### config.mk
export PLATFORM = sky130hd
export DESIGN_NAME = uart_tx
export DESIGN_NICKNAME = d
export VERILOG_FILES = /design/src/rtl/uart_tx.sv
export SDC_FILE = /design/constraint.sdc
export NUM_CORES = 1
export LEC_CHECK = 0
export ABC_AREA = 0
export CELL_PAD_IN_SITES_DETAIL_PLACEMENT = 0
export CELL_PAD_IN_SITES_GLOBAL_PLACEMENT = 1
export CORE_UTILIZATION = 35
export CTS_CLUSTER_SIZE = 40
export DETAILED_ROUTE_END_ITERATION = 7
export PLACE_DENSITY = 0.65
export SYNTH_ARGS = -nofsm -noshare
export SYNTH_HDL_FRONTEND = slang
export SYNTH_SLANG_ARGS = --single-unit
### constraint.sdc
create_clock -name clk -period 2.4 [get_ports clk]
set_clock_uncertainty 0.2 [all_clocks]
set_input_delay 0.6 -clock clk [delete_from_list [all_inputs] [get_ports clk]]
set_output_delay 0.6 -clock clk [all_outputs]
set_load 0.01 [all_outputs]
### src/rtl/uart_tx.sv
// 8N1 UART transmitter with a small byte FIFO in front of the shift register.
// Define UART_TX_PARITY_EN to add an even-parity bit (8E1, 11 bit periods per frame).
module uart_tx #(
    parameter int CLKS_PER_BIT = 868,
    parameter int FIFO_DEPTH   = 4
) (
    input  logic                               clk,
    input  logic                               reset,
    input  logic [7:0]                         tx_data,
    input  logic                               tx_valid,
    output logic                               tx_ready,
    output logic                               io_tx,
    output logic                               busy,
    output logic [$clog2(FIFO_DEPTH+1)-1:0]    fifo_count
);

    localparam int CNT_W  = $clog2(FIFO_DEPTH + 1);
    localparam int PTR_W  = $clog2(FIFO_DEPTH);
    localparam int BAUD_W = $clog2(CLKS_PER_BIT);
    localparam logic [CNT_W-1:0]  FULL      = CNT_W'(FIFO_DEPTH);
    localparam logic [BAUD_W-1:0] BAUD_LAST = BAUD_W'(CLKS_PER_BIT - 1);

    typedef enum logic [2:0] {
        IDLE,
        START,
        DATA,
`ifdef UART_TX_PARITY_EN
        PARITY,
`endif
        STOP
    } state_t;

    state_t             state_q, state_d;
    logic [7:0]         mem_q [FIFO_DEPTH];
    logic [PTR_W-1:0]   wr_ptr_q, rd_ptr_q;
    logic [CNT_W-1:0]   count_q, count_d;
    logic [BAUD_W-1:0]  baud_q, baud_d;
    logic [2:0]         bit_q, bit_d;
    logic [7:0]         shift_q, shift_d;
    logic               tx_q, tx_d;
`ifdef UART_TX_PARITY_EN
    logic               parity_q, parity_d;
`endif
    logic               push, pop, baud_done, fifo_nonempty;

    // Ready comes only from the registered count, so a same-edge pop never frees a full FIFO early.
    assign tx_ready      = (count_q != FULL);
    assign push          = tx_valid && tx_ready;
    assign fifo_nonempty = (count_q != '0);
    assign baud_done     = (baud_q == BAUD_LAST);
    assign busy          = (state_q != IDLE) || fifo_nonempty;
    assign fifo_count    = count_q;
    assign io_tx         = tx_q;

    always_ff @(posedge clk) begin
        if (push) begin
            mem_q[wr_ptr_q] <= tx_data;
        end
    end

    always_ff @(posedge clk or posedge reset) begin
        if (reset) begin
            state_q  <= IDLE;
            wr_ptr_q <= '0;
            rd_ptr_q <= '0;
            count_q  <= '0;
            baud_q   <= '0;
            bit_q    <= '0;
            shift_q  <= '0;
            tx_q     <= 1'b1;
`ifdef UART_TX_PARITY_EN
            parity_q <= 1'b0;
`endif
        end else begin
            state_q  <= state_d;
            count_q  <= count_d;
            baud_q   <= baud_d;
            bit_q    <= bit_d;
            shift_q  <= shift_d;
            tx_q     <= tx_d;
`ifdef UART_TX_PARITY_EN
            parity_q <= parity_d;
`endif
            if (push) begin
                wr_ptr_q <= wr_ptr_q + PTR_W'(1);
            end
            if (pop) begin
                rd_ptr_q <= rd_ptr_q + PTR_W'(1);
            end
        end
    end

    always_comb begin
        count_d = count_q;
        if (push && !pop) begin
            count_d = count_q + CNT_W'(1);
        end else if (!push && pop) begin
            count_d = count_q - CNT_W'(1);
        end
    end

    always_comb begin
        state_d  = state_q;
        baud_d   = baud_q;
        bit_d    = bit_q;
        shift_d  = shift_q;
        tx_d     = tx_q;
        pop      = 1'b0;
`ifdef UART_TX_PARITY_EN
        parity_d = parity_q;
`endif
        case (state_q)
            IDLE: begin
                tx_d = 1'b1;
                if (fifo_nonempty) begin
                    pop      = 1'b1;
                    shift_d  = mem_q[rd_ptr_q];
`ifdef UART_TX_PARITY_EN
                    parity_d = ^mem_q[rd_ptr_q];
`endif
                    tx_d     = 1'b0;
                    baud_d   = '0;
                    state_d  = START;
                end
            end
            START: begin
                if (baud_done) begin
                    baud_d  = '0;
                    tx_d    = shift_q[0];
                    shift_d = shift_q >> 1;
                    bit_d   = '0;
                    state_d = DATA;
                end else begin
                    baud_d = baud_q + BAUD_W'(1);
                end
            end
            DATA: begin
                if (baud_done) begin
                    baud_d = '0;
                    if (bit_q == 3'd7) begin
`ifdef UART_TX_PARITY_EN
                        tx_d    = parity_q;
                        state_d = PARITY;
`else
                        tx_d    = 1'b1;
                        state_d = STOP;
`endif
                    end else begin
                        tx_d    = shift_q[0];
                        shift_d = shift_q >> 1;
                        bit_d   = bit_q + 3'd1;
                    end
                end else begin
                    baud_d = baud_q + BAUD_W'(1);
                end
            end
`ifdef UART_TX_PARITY_EN
            PARITY: begin
                if (baud_done) begin
                    baud_d  = '0;
                    tx_d    = 1'b1;
                    state_d = STOP;
                end else begin
                    baud_d = baud_q + BAUD_W'(1);
                end
            end
`endif
            STOP: begin
                if (baud_done) begin
                    baud_d = '0;
                    // Chain straight into the next start bit so queued bytes go out with no idle gap.
                    if (fifo_nonempty) begin
                        pop      = 1'b1;
                        shift_d  = mem_q[rd_ptr_q];
`ifdef UART_TX_PARITY_EN
                        parity_d = ^mem_q[rd_ptr_q];
`endif
                        tx_d     = 1'b0;
                        state_d  = START;
                    end else begin
                        tx_d    = 1'b1;
                        state_d = IDLE;
                    end
                end else begin
                    baud_d = baud_q + BAUD_W'(1);
                end
            end
            default: begin
                tx_d    = 1'b1;
                state_d = IDLE;
            end
        endcase
    end

endmodule

Word level (Yosys, flattened, before mapping). Memory sizes are Yosys's and may differ from the RTL's. Cells that the tools add are included.

Register bits after elaboration: 32. Bits in latches: 0. Bits in writable memories: 32. Memory bits (read-only): 0. Input bits: 11. Output and inout port bits: 6. Word-level logic and storage cells: 79. Memories kept: 1.

Memory list: mem_q (words 4, bits a word 8, rd ports 1, clocked after Yosys merged registers in 0, write ports 1, line 34) `logic [7:0] mem_q [FIFO_DEPTH];`.

Add/sub/neg operators: 6. $mul: 0. Div/mod/pow operators: 0. Order comparisons: 0. Equal/unequal tests: 12. Shifts and indexed selects: 0. Multiplexer cells: 33. Bitwise logic cells: 0. Reduce and logical (&&, ||, !) cells: 19.

Operators with widths (number): 8-bit 2-to-1 mux (5); 8-bit one-hot mux with 4 select lines (1); 3-bit 2-to-1 mux (10); 10-bit 2-to-1 mux (2); 10-bit one-hot mux with 2 select lines (1); 2-bit inequality test (second input constant) (6); 3-bit one-hot mux with 4 select lines (1); 10-bit by 1-bit adder with 10-bit output (second input constant) (1); 10-bit equality test (second input constant) (1); 1-bit 2-to-1 mux (10); 5-bit AND reduction (2); 3-bit by 1-bit adder with 3-bit output (second input constant) (2); 3-bit by 2-bit equality test with 1-bit output (second input constant) (2); 3-bit one-hot mux with 2 select lines (1); 2-bit nonzero test (3); 3-bit nonzero test (2); 2-bit by 1-bit adder with 2-bit output (second input constant) (2); 1-bit one-hot mux with 4 select lines (1); 4-bit AND reduction (1); 4-bit nonzero test (1); 3-bit by 1-bit equality test with 1-bit output (second input constant) (1); 3-bit equality test (second input constant) (1); 1-bit logical AND (3); 3-bit zero test (1); other kinds (8) (9).

Depth between registers and ports, before layout. Gate-level depths: netlist of the first run.

Word-level depth: 7. Depth in mapped cells: 11. Depth with buffers taken out: 10.

Worst setup path before layout of the first run. Ideal clock, no wire load.

Kind: reg-to-reg. Start point: reg baud_q[0]. End point: reg count_q[2], in the netlist fifo_count[2]. Library setup time: 0.079 ns. Data arrival time: 2.176 ns. Required time: 2.121 ns. Setup slack: -0.055 ns. Stages on the path, launching flop included: 11. Path buffers: 0. Period minus slack after synthesis: 2.455 ns. Cells stage by stage: dfrtp_1 ha_1 nor3b_4 a41o_2 nand2_1 ha_1 inv_1 fa_1 xor2_1 nor2_1 xor2_1.

Cells in the longest elaborated chain, start to end: 6. Elaborated cells on any way between the ends: 8. Those cells by class: eq/ne (1); mux (3); reduce/logical (4).

RTL lines: start: declaration (line 37) `logic [BAUD_W-1:0] baud_q, baud_d;`; start signal: assignment (line 77) `baud_q <= baud_d;`; 10-bit equality test (*) (line 50) `assign baud_done = (baud_q == BAUD_LAST);`; 1-bit 2-to-1 mux (*) (line 169) `if (baud_done) begin`; 1-bit one-hot mux with 2 select lines (*) (line 112) `case (state_q)`; 1-bit zero test (line 95) `if (push && !pop) begin`; 1-bit logical AND (line 95); 3-bit 2-to-1 mux / 2-bit nonzero test (equally long branches); end signal: assignment (line 76) `count_q <= count_d;`; end: declaration (line 36) `logic [CNT_W-1:0] count_q, count_d;`.

Every way passes the cells marked *; elsewhere a longest branch is shown, timed or not. A chain may end at the register's enable or synchronous reset.

Final worst setup path of the first run.
Start point: reg count_q[0], in the netlist fifo_count[0]. End point: out busy.

Cells in the longest elaborated chain, start to end: 2.

RTL lines: 3-bit nonzero test (line 49) `assign fifo_nonempty = (count_q != '0);`; 1-bit logical OR (line 51) `assign busy = (state_q != IDLE) || fifo_nonempty;`; end: declaration (line 13) `output logic busy,`.

Every way passes these cells.

==> flow_summary.yaml, run 1 <==
outcome:
  outcome: "completed"
grt:
  antenna_found_initial: 0
  grt_pass1_vias: 1796
  grt_usage: 0.134
  overflow: 0
  grt_max_degree: 32
  grt_pass1_wl_um: 9030
synthesis:
  netlist_area_sq_um: 2990
  ys_warn_count: 0
  synth.distinct_cells: 48
  synth-edff-count: 32
  syn_avg_cell_area_sq_um: 14.0
  synthCells: 214
  synthFlopType: "edfxtp_1"
  ys_ff_latch: 63
  synthArstFlopShare: 0.492
  synth_nets: 238
  ys_seq_area_frac: 0.580
timing:
  fmax_ghz: 0.426
  slew_viol_final: 0
  timing.slew.headroom: 0.706
  fin_crit_ns: 2.35
  min_period_over_period: 0.979
  setup_viol: 0
  hold_viol: 0
  tightest_slew_ns: 0.438
  rsz0062_at_grt: "true"
power_and_ir_drop:
  switching_power_uw: 766
  peakVddDrop_mv: 0.457
  swShare: 0.278
  comb_power_share: 0.206
  p_leak_uw: 0.00150
  seqPwrFrac: 0.493
  power.density_nw_per_um2: 743
  p_clk_frac: 0.301
  p_int_uw: 1990
cts:
  htree_levels: 3
  clk_path_buf_depth: 2
  insertion_delay_ns: 0.33
  root_buffer: "clkbuf_8"
  cts_made_buffers: 9
  ctsHoldBuffers: 0
  clkSinkCount: 63
  cts_tree: "yes"
  path_clk_slew_ns: 0.07
floorplanning:
  coreArea_sq_um: 8260
  dieArea_sq_um: 8930
  die_w_um: 94.5
  ios: 17
  initial_core_util: 0.363
  die_y_um: 94.5
  fp-row-count: 33
finish:
  syn2layout_area_growth_pct: 24.0
  final_cell_mix: "32 x edfxtp_1, 31 x buf_4, 30 x dfrtp_1"
  layout-drive-gt1-share: 0.341
  nets: 289
  finalNonFillerCells: 375
  final_common_cell: "edfxtp_1"
  fin_util: 0.450
  num_antenna_cells: 0
route:
  routed_via_density: 4.85
  postRouteAntennaNets: 0
  first_pass_iters: 6
  vias: 1817
  wl_um: 5280
  drt-wirelength-per-cell_um: 14.1
  route.detailed.drc: 0
  dr.first_iter.drc_count: 53
placed_design:
  place.gp.congestion: 0.695
  hpwlAfterDp_um: 3630
  dp.cells: 357
  port_buffers: 16
setup_path:
  arrival_ns: 1.55
  cp_slowest_stage_delay_ns: 0.42
  critPathCaptureType: "output port"
  critPathTopFamily: "simple AND/OR/NAND/NOR gates"
  crit_type: "flop to output port"
  cp_slowest_cell: "or3_4"
  rr_worst_depth: 10
  crit_fanout: 3
  timing.critical_path.buf_inv: 2
  crit_chain: "or3_4 -> nor2_4 -> inv_1 -> clkdlybuf4s15_1"
  required_ns: 1.60
  critPathLaunchType: "flop"
  cp.depth: 4
min_path:
  hold_class: "flop to flop"
  whs_path_depth: 1
flow_run:
  drv_cap: 0
[what timing repair did]
action,CTS,global route
pin swaps,1,5
setup buffers,0,2
resized for setup,5,9
endpoints found under the setup margin,2,3
endpoints found under the hold margin,0,0
[flip-flops by register name (all words and copies together), names as in the netlist]
register and cells:
io_tx 1, wr_ptr_q 2, shift_q 8, mem_q 32
state_q 2, rd_ptr_q 2, fifo_count 3, baud_q 10
bit_q 3
[logic make-up after synthesis]
group                      synth area share
xor gates and xnor gates             0.0205
AOI/OAI and AO/OA                    0.0610
DFF                                   0.580
buffers and inverters                0.0272
and+or+nand+nor                       0.116
adders and majority gates            0.0568
muxes                                 0.138
[power by group through the flow]
stage / logic (uW) / clock network, uW / registers, uW
after floorplan: 250 / 0 / 1400
after global placement: 536 / 0 / 1370
after detailed placement: 541 / 0 / 1380
after CTS: 547 / 866 / 1360
after global routing: 644 / 902 / 1370
final: 569 / 831 / 1360
[final timing paths]
path / startpoint / endpoint / slack [ns]
max in group asynchronous: reset / io_tx / 1.22
hold / removal: shift_q[0] / shift_q[0] / 0.31
min in group asynchronous: reset / baud_q[7] / 0.45
setup / recovery: fifo_count[0] / busy / 0.05
hold reg to reg: shift_q[0] / shift_q[0] / 0.31
setup reg to reg: baud_q[1] / fifo_count[2] / 0.10
[per-stage QoR]
stage               cell area, sq um  hold WS, ns  setup slack, ns  total power, uW   TNS, ns
floorplan                       3000        0.273           0.0117             1650         0
global placement                3480        0.291           -0.127             1910    -0.189
detailed placement              3480        0.289           -0.152             1920    -0.241
CTS                             3670        0.310          0.00371             2770         0
global route                    3710        0.331         -0.00390             2920  -0.00646
finish                          3710        0.307           0.0508             2760         0
[synth_stat cells, types with 3 or more instances]
cell type | instances | area, sq um
nand2_1 | 16 | 60.1
and3_1 | 4 | 25.0
nor3_1 | 4 | 20.0
mux2_4 | 8 | 120
o21ai_0 | 8 | 40.0
ha_1 | 12 | 150
inv_1 | 9 | 33.8
xnor2_1 | 4 | 35.0
clkbuf_1 | 3 | 11.3
nand3_1 | 12 | 60.1
mux2_2 | 10 | 113
xor2_1 | 3 | 26.3
mux4_2 | 8 | 180
edfxtp_1 | 32 | 961
dfrtp_1 | 30 | 751
nor2_1 | 7 | 26.3
nand4_1 | 3 | 18.8
[metal layers]
layer  global-route usage  part of all wire
met1                0.190              0.52
met2                0.201              0.44
met3               0.0338             0.025
met4               0.0455             0.013
met5                    0                 0
[area by class of cell]
type	instances	area, sq um
fillers	779	4540
flip-flops and latches	63	1740
multi-input cells	134	1220
repair buffers	48	412
well taps	105	131
clock buffers	9	124
clock inverters	7	55.1
inverters	9	33.8
Note: power is estimated with default switching activity, not from simulation.
==> run 2: changes to the inputs <==
- ABC_AREA: 0 -> not set
==> results of run 2 <==
Final layout, timing and power as in run 1 (identical DEF).
==> run 3: changes to the inputs <==
- CAP_MARGIN: not set -> 20
==> results of run 3 <==
Final layout, timing and power as in run 1 (identical DEF).
